$ cat config.mk
export PLATFORM = sky130hd
export DESIGN_NAME = dpram_be_clr
export DESIGN_NICKNAME = d
export VERILOG_FILES = /design/src/rtl/dpram_be_clr.sv
export SDC_FILE = /design/constraint.sdc
export NUM_CORES = 1
export LEC_CHECK = 0
export CORE_MARGIN = 2
export CORE_UTILIZATION = 40
export CTS_CLUSTER_DIAMETER = 80
export DETAILED_ROUTE_END_ITERATION = 8
export PLACE_DENSITY = 0.61
export SETUP_SLACK_MARGIN = 0.3
export SLEW_MARGIN = 20
export SYNTH_ARGS = -nofsm -noshare
export SYNTH_HDL_FRONTEND = slang
export SYNTH_SLANG_ARGS = --single-unit
$ cat constraint.sdc
create_clock -name clk -period 7.44 [get_ports clk]
set_input_delay 2.232 -clock clk [delete_from_list [all_inputs] [get_ports clk]]
set_output_delay 2.232 -clock clk [all_outputs]
set_load 0.02 [all_outputs]
$ cat src/rtl/dpram_be_clr.sv
// dpram_be_clr: simple-dual-port RAM with one byte-enabled write port,
// nRPORTS independent read ports, 1- or 2-cycle read latency, optional
// same-cycle write-to-read forwarding, and a clear engine that zeroes the
// array after every reset.
//
// state | meaning
// ------+---------------------------------------------------------------
// CLEAR | zeroing one word per edge at clr_cnt; port requests ignored
// READY | normal operation; terminal until the next rst
module dpram_be_clr #(
  parameter int MEMD    = 16,
  parameter int DATAW   = 32,
  parameter int nRPORTS = 2,
  parameter int RLAT    = 1,
  parameter int BYPASS  = 1,
  localparam int AW     = (MEMD > 1) ? $clog2(MEMD) : 1
) (
  input  logic                       clk,
  input  logic                       rst,
  output logic                       Busy,
  input  logic                       WEnb,
  input  logic [DATAW/8-1:0]         WBe,
  input  logic [AW-1:0]              WAddr,
  input  logic [DATAW-1:0]           WData,
  input  logic [nRPORTS-1:0]         REnb,
  input  logic [nRPORTS*AW-1:0]      RAddr,
  output logic [nRPORTS*DATAW-1:0]   RData,
  output logic [nRPORTS-1:0]         RValid
);

  localparam int NBE = DATAW / 8;
  // One extra bit so MEMD itself is representable for the range compare.
  localparam logic [AW:0]   MEMD_W = (AW+1)'(MEMD);
  localparam logic [AW-1:0] LAST   = AW'(MEMD - 1);

  typedef enum logic {CLEAR, READY} state_t;

  state_t              state;
  logic [AW-1:0]       clr_cnt;
  logic [DATAW-1:0]    mem [MEMD];
  logic [DATAW-1:0]    wmask;
  logic                wr_ok;

  assign wr_ok = !Busy && WEnb && ({1'b0, WAddr} < MEMD_W);

  // Byte enables expanded to a bit mask, shared by the array write and forwarding.
  always_comb begin
    wmask = '0;
    for (int k = 0; k < NBE; k++) begin
      wmask[8*k +: 8] = {8{WBe[k]}};
    end
  end

  // Clear sequencer: walk the counter from 0 to MEMD-1, then release Busy.
  always_ff @(posedge clk or posedge rst) begin
    if (rst) begin
      state   <= CLEAR;
      clr_cnt <= '0;
      Busy    <= 1'b1;
    end else begin
      case (state)
        CLEAR: begin
          if (clr_cnt == LAST) begin
            state <= READY;
            Busy  <= 1'b0;
          end else begin
            clr_cnt <= clr_cnt + AW'(1);
          end
        end
        default: begin
          state <= READY;
          Busy  <= 1'b0;
        end
      endcase
    end
  end

  // Array write: zero fill while clearing, byte-lane merge once ready.
  always_ff @(posedge clk) begin
    if (Busy) begin
      mem[clr_cnt] <= '0;
    end else if (wr_ok) begin
      for (int k = 0; k < NBE; k++) begin
        if (WBe[k]) mem[WAddr][8*k +: 8] <= WData[8*k +: 8];
      end
    end
  end

  for (genvar i = 0; i < nRPORTS; i++) begin : g_rd
    logic [AW-1:0]    ra;
    logic             rd_ok;
    logic             in_rng;
    logic             hit;
    logic             v1;
    logic [DATAW-1:0] raw1;
    logic [DATAW-1:0] wd1;
    logic [DATAW-1:0] wm1;
    logic [DATAW-1:0] merged;

    assign ra     = RAddr[i*AW +: AW];
    assign in_rng = ({1'b0, ra} < MEMD_W);
    assign rd_ok  = !Busy && REnb[i];
    assign hit    = (BYPASS != 0) && wr_ok && in_rng && (WAddr == ra);

    // Stage 1: capture the pre-write word plus the same-edge write for merging.
    // Loaded only on an accepted read, so the result holds between reads.
    always_ff @(posedge clk or posedge rst) begin
      if (rst) begin
        v1   <= 1'b0;
        raw1 <= '0;
        wd1  <= '0;
        wm1  <= '0;
      end else begin
        v1 <= rd_ok;
        if (rd_ok) begin
          raw1 <= in_rng ? mem[ra] : '0;
          wd1  <= WData;
          wm1  <= hit ? wmask : '0;
        end
      end
    end

    assign merged = (raw1 & ~wm1) | (wd1 & wm1);

    if (RLAT == 2) begin : g_lat2
      logic             v2;
      logic [DATAW-1:0] d2;

      // Stage 2: extra output register; the merge already used the edge-t write only.
      always_ff @(posedge clk or posedge rst) begin
        if (rst) begin
          v2 <= 1'b0;
          d2 <= '0;
        end else begin
          v2 <= v1;
          if (v1) d2 <= merged;
        end
      end

      assign RData[i*DATAW +: DATAW] = d2;
      assign RValid[i]               = v2;
    end else begin : g_lat1
      assign RData[i*DATAW +: DATAW] = merged;
      assign RValid[i]               = v1;
    end
  end

endmodule
## Word level (Yosys, flattened, before mapping)

Memories as Yosys holds them, arrays and structs flattened. A register that Yosys moved wholly into a read port is not among the register bits.
Index checks and enable logic that the tools add are counted.

- Flip-flop bits (word level): 136
- Memory bits (writable): 512
- Input port bits: 53
- Output and inout bits: 67
- Word-level logic and storage cells: 60
- Memories kept: 1

- Add/subtract/negate cells: 1
- Eq/ne operators: 3
- Mux-type cells: 27
- Bitwise operators: 10
- Reduce and logical (&&, ||, !) cells: 9

Memory list:

| name | words | width | rd ports | clocked after Yosys merged registers in | wr ports | RTL line | RTL |
|---|---|---|---|---|---|---|---|
| mem | 16 | 32 | 2 | 2 | 1 | 40 | `logic [DATAW-1:0] mem [MEMD];` |

Operator list:

| cell | number |
|---|---|
| $and A32 B32 Y32 | 4 |
| $mux W32 | 3 |
| $not A32 Y32 | 2 |
| $or A32 B32 Y32 | 2 |
| $reduce_or A32 Y1 | 1 |
| $mux W1 | 22 |
| $eq A4 B4 Y1 | 2 |
| $mux W4 | 2 |
| $logic_and A1 B1 Y1 | 5 |
| $add A4 B1 Y4 const B | 1 |
| $eq A4 B4 Y1 const B | 1 |
| $not A1 Y1 | 2 |
| $reduce_and A2 Y1 | 1 |
| $reduce_bool A2 Y1 | 1 |
| $logic_not A1 Y1 | 1 |

## Logic depth before layout (Yosys ltp)

- Depth after elaboration: 7
- Depth in mapped cells: 7
- Mapped depth without buffers: 4

## Worst setup path after synthesis

Ideal clock, no wire load.

- Path type: input -> register
- From: input WBe[2]
- To: memory mem[12][24], enable pin
- Library setup time: 383 ps
- Arrival time: 3781 ps
- Data required time: 7057 ps
- Slack: 3276 ps
- Stages on the path: 5
- Buffers on the path: 1
- Cell sequence: nor4_4 > nor2_4 > mux2_4 > buf_2 > nor3_1

- Cells in the longest elaborated chain, start to end: 6
- Elaborated cells between the ends (all ways): 7
- Those cells by class: mux: 6; reduce/logical: 1

RTL lines:

| element | RTL line | RTL |
|---|---|---|
| start: declaration | 22 | `input logic [DATAW/8-1:0] WBe,` |
| $mux W1 * | 84 | `if (WBe[k]) mem[WAddr][8*k +: 8] <= WData[8*k +: 8];` |
| $mux W1 * | 82 | `end else if (wr_ok) begin` |
| $mux W1 * | 80 | `if (Busy) begin` |
| $mux W1 (not written as such) * | 84 |  |
| $reduce_or A32 Y1 (no source line) * | - |  |
| $mux W4 (no source line) | - |  |
| end: declaration | 40 |  |

Mark *: on every way between the ends. The rest lies on a longest branch, timed or not.

## Worst setup path in the final report

- From: input WBe[1]
- To: memory mem[14][17], enable pin

Same word-level chain as after synthesis.

==> metrics.txt <==
# TYPE chip_impl_metric gauge
chip_impl_metric{name="dr_total_vias",unit=""} 20460
chip_impl_metric{name="floorplan.die.width",unit="µm"} 282
chip_impl_metric{name="io_buffer_count",unit=""} 119
chip_impl_metric{name="combinationalPowerShare",unit=""} 0.106
chip_impl_metric{name="ctsLongestPathBuffers",unit=""} 3
chip_impl_info{name="worstHoldPathType",value="flop to flop"} 1
chip_impl_metric{name="grt_pass1_vias",unit=""} 20841
chip_impl_metric{name="viasPerCell",unit=""} 5.70
chip_impl_metric{name="worstPathArrival",unit="ns"} 5.26
chip_impl_info{name="critPathCaptureType",value="flop"} 1
chip_impl_metric{name="netSwitchingFraction",unit=""} 0.240
chip_impl_metric{name="cts_hold_buf",unit=""} 0
chip_impl_metric{name="layout.nets",unit=""} 2558
chip_impl_metric{name="internal_power",unit="mW"} 6.49
chip_impl_info{name="reg2reg_from",value="Busy"} 1
chip_impl_metric{name="clk-insertion-delay-late",unit="ns"} 0.60
chip_impl_metric{name="post-place-cells",unit=""} 3457
chip_impl_metric{name="final_antenna_net_count",unit=""} 0
chip_impl_metric{name="relSlewSlack",unit=""} 0.226
chip_impl_metric{name="layout_setup_ws",unit="ns"} 2.39
chip_impl_info{name="startpoint",value="WBe[1]"} 1
chip_impl_metric{name="htree_num_levels",unit=""} 3
chip_impl_info{name="ys_dominant_reg_cell",value="sky130_fd_sc_hd__edfxtp_1"} 1
chip_impl_info{name="hp-start",value="g_rd[1].wd1[0]"} 1
chip_impl_metric{name="p_seq_frac",unit=""} 0.482
chip_impl_metric{name="die-area",unit="µm²"} 79300
chip_impl_metric{name="detail_route.drc_violations",unit=""} 0
chip_impl_metric{name="pin_count_of_the_biggest_net_entering_global_routing",unit=""} 106
chip_impl_metric{name="number_of_max_slew_violations_in_the_final_report",unit=""} 0
chip_impl_metric{name="drive_gt1_frac",unit=""} 0.112
chip_impl_metric{name="ys_seq_elements",unit=""} 656
chip_impl_metric{name="grt_use_total",unit=""} 0.222
chip_impl_metric{name="numCtsBuffers",unit=""} 72
chip_impl_info{name="status",value="finished, final reports clean"} 1
chip_impl_metric{name="filler_cell_count",unit=""} 6718
chip_impl_metric{name="setup.reg_to_reg.worst_slack",unit="ns"} 4.13
chip_impl_metric{name="ys_warn_count",unit=""} 0
chip_impl_metric{name="worstPathMaxFanout",unit=""} 18
chip_impl_metric{name="setup-violations-final",unit=""} 0
chip_impl_metric{name="worst_hold_slack",unit="ns"} 0.467
chip_impl_metric{name="max_cap_viol_count",unit=""} 0
chip_impl_metric{name="area_growth",unit="%"} 15.6
chip_impl_metric{name="die_h",unit="µm"} 282
chip_impl_metric{name="antenna_found_initial",unit=""} 7
chip_impl_metric{name="layout_worst_path_cycle_share",unit=""} 0.679
chip_impl_metric{name="cts.clk_slew.worst_paths",unit="ns"} 0.06
chip_impl_metric{name="initial_utilization",unit=""} 0.405
chip_impl_metric{name="max-vdd-ir-drop",unit="µV"} 143
chip_impl_metric{name="post_synth.cell_area_avg",unit="µm²"} 12.8
chip_impl_metric{name="top_level_port_count",unit=""} 120
chip_impl_metric{name="timing.reg2reg.worst_path_depth",unit=""} 5
chip_impl_metric{name="fin_cells",unit=""} 3589
chip_impl_metric{name="power.density",unit="nW/µm²"} 240
chip_impl_metric{name="post-cts-setup-buffers",unit=""} 0
chip_impl_metric{name="final.min_clock_period",unit="ns"} 5.05
chip_impl_info{name="yosys.cell_count.top_type",value="sky130_fd_sc_hd__mux2i_1"} 1
chip_impl_metric{name="drtIter0Drc",unit=""} 1591
chip_impl_metric{name="mappedNetlistNets",unit=""} 2467
chip_impl_metric{name="hpwlAfterDp",unit="mm"} 54.1
chip_impl_info{name="synthTopCellsByArea",value="sky130_fd_sc_hd__edfxtp_1, sky130_fd_sc_hd__mux2i_1, sky130_fd_sc_hd__dfrtp_1"} 1
chip_impl_metric{name="fp-row-count",unit=""} 101
chip_impl_metric{name="leakagePower",unit="nW"} 13.8
chip_impl_metric{name="place_area",unit="µm²"} 33200
chip_impl_metric{name="count_of_unique_library_cells_instantiated_by_yosys",unit=""} 36
chip_impl_info{name="worst_path_max_delay_cell",value="sky130_fd_sc_hd__nor3_1"} 1
chip_impl_metric{name="hold-path-cell-count",unit=""} 2
chip_impl_metric{name="final_hold_viol_count",unit=""} 0
chip_impl_metric{name="placement.setup.worst_slack",unit="ns"} 1.36
chip_impl_metric{name="cp_slowest_stage_delay",unit="ns"} 0.88
chip_impl_metric{name="drt-pass1-iter-count",unit=""} 5
chip_impl_info{name="r2r_end",value="mem[14][17]"} 1
chip_impl_info{name="worstSetupPathType",value="input port to flop"} 1
chip_impl_metric{name="post-route-cell-area",unit="µm²"} 35600
chip_impl_metric{name="setup_tns",unit="ns"} 0
chip_impl_metric{name="cts_resized",unit=""} 0
chip_impl_metric{name="synth-edff-count",unit=""} 512
chip_impl_info{name="cts_tree",value="done"} 1
chip_impl_metric{name="pwr-share-clk",unit=""} 0.412
chip_impl_metric{name="seq_area_frac_synth",unit=""} 0.616
chip_impl_info{name="crit_chain",value="clkdlybuf4s50_1 > nor4_4 > nor2_4 > buf_16 > mux2_4 > nor3_1"} 1
chip_impl_metric{name="synth_area",unit="µm²"} 30800
chip_impl_info{name="cp-start-kind",value="input port"} 1
chip_impl_metric{name="detail_route.wl_per_cell",unit="µm"} 24.8
chip_impl_metric{name="place.gp.congestion",unit=""} 0.822
chip_impl_metric{name="clock.fmax",unit="MHz"} 198
chip_impl_metric{name="clock-skew-final",unit="ns"} 0.0184
chip_impl_metric{name="critical_path_required",unit="ns"} 7.65
chip_impl_info{name="synth_largest_area_cell",value="sky130_fd_sc_hd__edfxtp_1"} 1
chip_impl_info{name="worst_path_dominant_cell_family",value="simple AND/OR/NAND/NOR gates"} 1
chip_impl_metric{name="tritoncts_num_sinks",unit=""} 656
chip_impl_metric{name="power.net_switching",unit="mW"} 2.05
chip_impl_info{name="netlist_top_cells_count",value="sky130_fd_sc_hd__mux2i_1, sky130_fd_sc_hd__edfxtp_1, sky130_fd_sc_hd__nand2_1"} 1
chip_impl_metric{name="detail_route.wirelength",unit="mm"} 88.8
chip_impl_metric{name="worstMarginPinSlew",unit="ns"} 1.16
chip_impl_metric{name="grt_pass1_wl",unit="mm"} 131
chip_impl_info{name="hold_path_end",value="g_rd[1].wd1[0]"} 1
chip_impl_metric{name="synth.top_cell.area_share",unit=""} 0.499
chip_impl_info{name="unrepaired_setup_endpoints_after_global_routing",value="false"} 1
chip_impl_metric{name="worstPathBufferInverterCount",unit=""} 2
chip_impl_info{name="clock-root-buffer",value="sky130_fd_sc_hd__clkbuf_16"} 1
chip_impl_metric{name="synthArstFlopShare",unit=""} 0.220
chip_impl_metric{name="core_area",unit="µm²"} 76100
chip_impl_metric{name="gate_count_post_synth",unit=""} 2413
chip_impl_metric{name="grt.overflow.total",unit=""} 0
[worst max-delay path by stage]
stage          cells after the start          end  slack, ns
2_1_floorplan                      1   clr_cnt[0]       1.34
3_3_place_gp                       5   mem[3][18]       1.58
3_5_place_dp                       5   mem[7][20]       1.36
4_1_cts                            5   mem[3][19]       2.05
5_1_grt                            6  mem[14][17]       2.28
6_report                           6  mem[14][17]       2.39
[power groups by stage]
stage / combinational (mW) / clock, mW / sequential [mW]
global placement: 0.885 / 0 / 4.19
detailed placement: 0.896 / 0 / 4.19
CTS: 0.899 / 3.58 / 4.12
floorplan: 0.556 / 0 / 4.17
global route: 0.967 / 3.72 / 4.13
finish: 0.903 / 3.52 / 4.12
[layout make-up]
class | count | area, µm² | area share
sequential | 656 | 19000 | 0.533
clock buffer | 86 | 1880 | 0.0526
clock inverter | 42 | 420 | 0.0118
inverter | 4 | 20.0 | 0.000562
timing repair buffer | 192 | 1900 | 0.0534
antenna | 1 | 2.50 | 0.0000702
multi-input combinational | 1578 | 11100 | 0.313
tap | 1030 | 1290 | 0.0362
[metal layers]
layer	wire length [µm]	vias up	GRT usage
met4	3000	12	0.0866
met2	42100	702	0.364
met3	5670	187	0.0423
met1	37900	10388	0.293
met5	77	-	0
li1	-	9171	-
[cell families after synthesis]
family | count (synthesis) | synth area share
AOI/OAI and AO/OA | 269 | 0.0551
xor gates and xnor gates | 11 | 0.00313
adders and majority gates | 1 | 0.000406
buffers and inverters | 179 | 0.0269
DFF | 656 | 0.616
muxes | 585 | 0.195
and+or+nand+nor | 712 | 0.104
[worst min-delay path, cell delays in order, from the launching register on]
cell and delay [ns]:
sky130_fd_sc_hd__dfrtp_1 0.33, sky130_fd_sc_hd__nand2_1 0.05, sky130_fd_sc_hd__nand2_1 0.05
[per-stage QoR]
step / util / total power, mW
6_report: 0.468 / 8.54
5_1_grt: 0.468 / 8.82
4_1_cts: 0.467 / 8.59
3_5_place_dp: 0.436 / 5.09
3_3_place_gp: 0.436 / 5.07
2_1_floorplan: - / 4.72
[state kept, by name, summed over array words and instances, names as in the netlist]
| register | count |
|---|---|
| Busy | 1 |
| clr_cnt | 4 |
| g_rd.raw1 | 64 |
| g_rd.v1 | 2 |
| g_rd.wd1 | 64 |
| g_rd.wm1 | 8 |
| mem | 512 |
| state | 1 |
[cell usage in the layout (no fill, tap or decap), types with 9 or more instances in the layout]
cell type,netlist,final
sky130_fd_sc_hd__mux2i_1,513,513
sky130_fd_sc_hd__edfxtp_1,512,512
sky130_fd_sc_hd__nand2_1,389,389
sky130_fd_sc_hd__nand3_1,194,194
sky130_fd_sc_hd__dfrtp_1,143,143
sky130_fd_sc_hd__a21oi_1,132,131
sky130_fd_sc_hd__a22oi_1,128,128
sky130_fd_sc_hd__clkdlybuf4s50_1,0,117
sky130_fd_sc_hd__clkbuf_16,0,73
sky130_fd_sc_hd__mux2_2,66,66
sky130_fd_sc_hd__buf_4,6,62
sky130_fd_sc_hd__nor3_1,59,48
sky130_fd_sc_hd__and2_1,35,33
sky130_fd_sc_hd__nor3_2,5,16
sky130_fd_sc_hd__clkinv_1,0,14
sky130_fd_sc_hd__clkbuf_1,83,13
sky130_fd_sc_hd__clkinv_2,0,11
sky130_fd_sc_hd__buf_12,0,9
(Power assumes the default switching activity.)
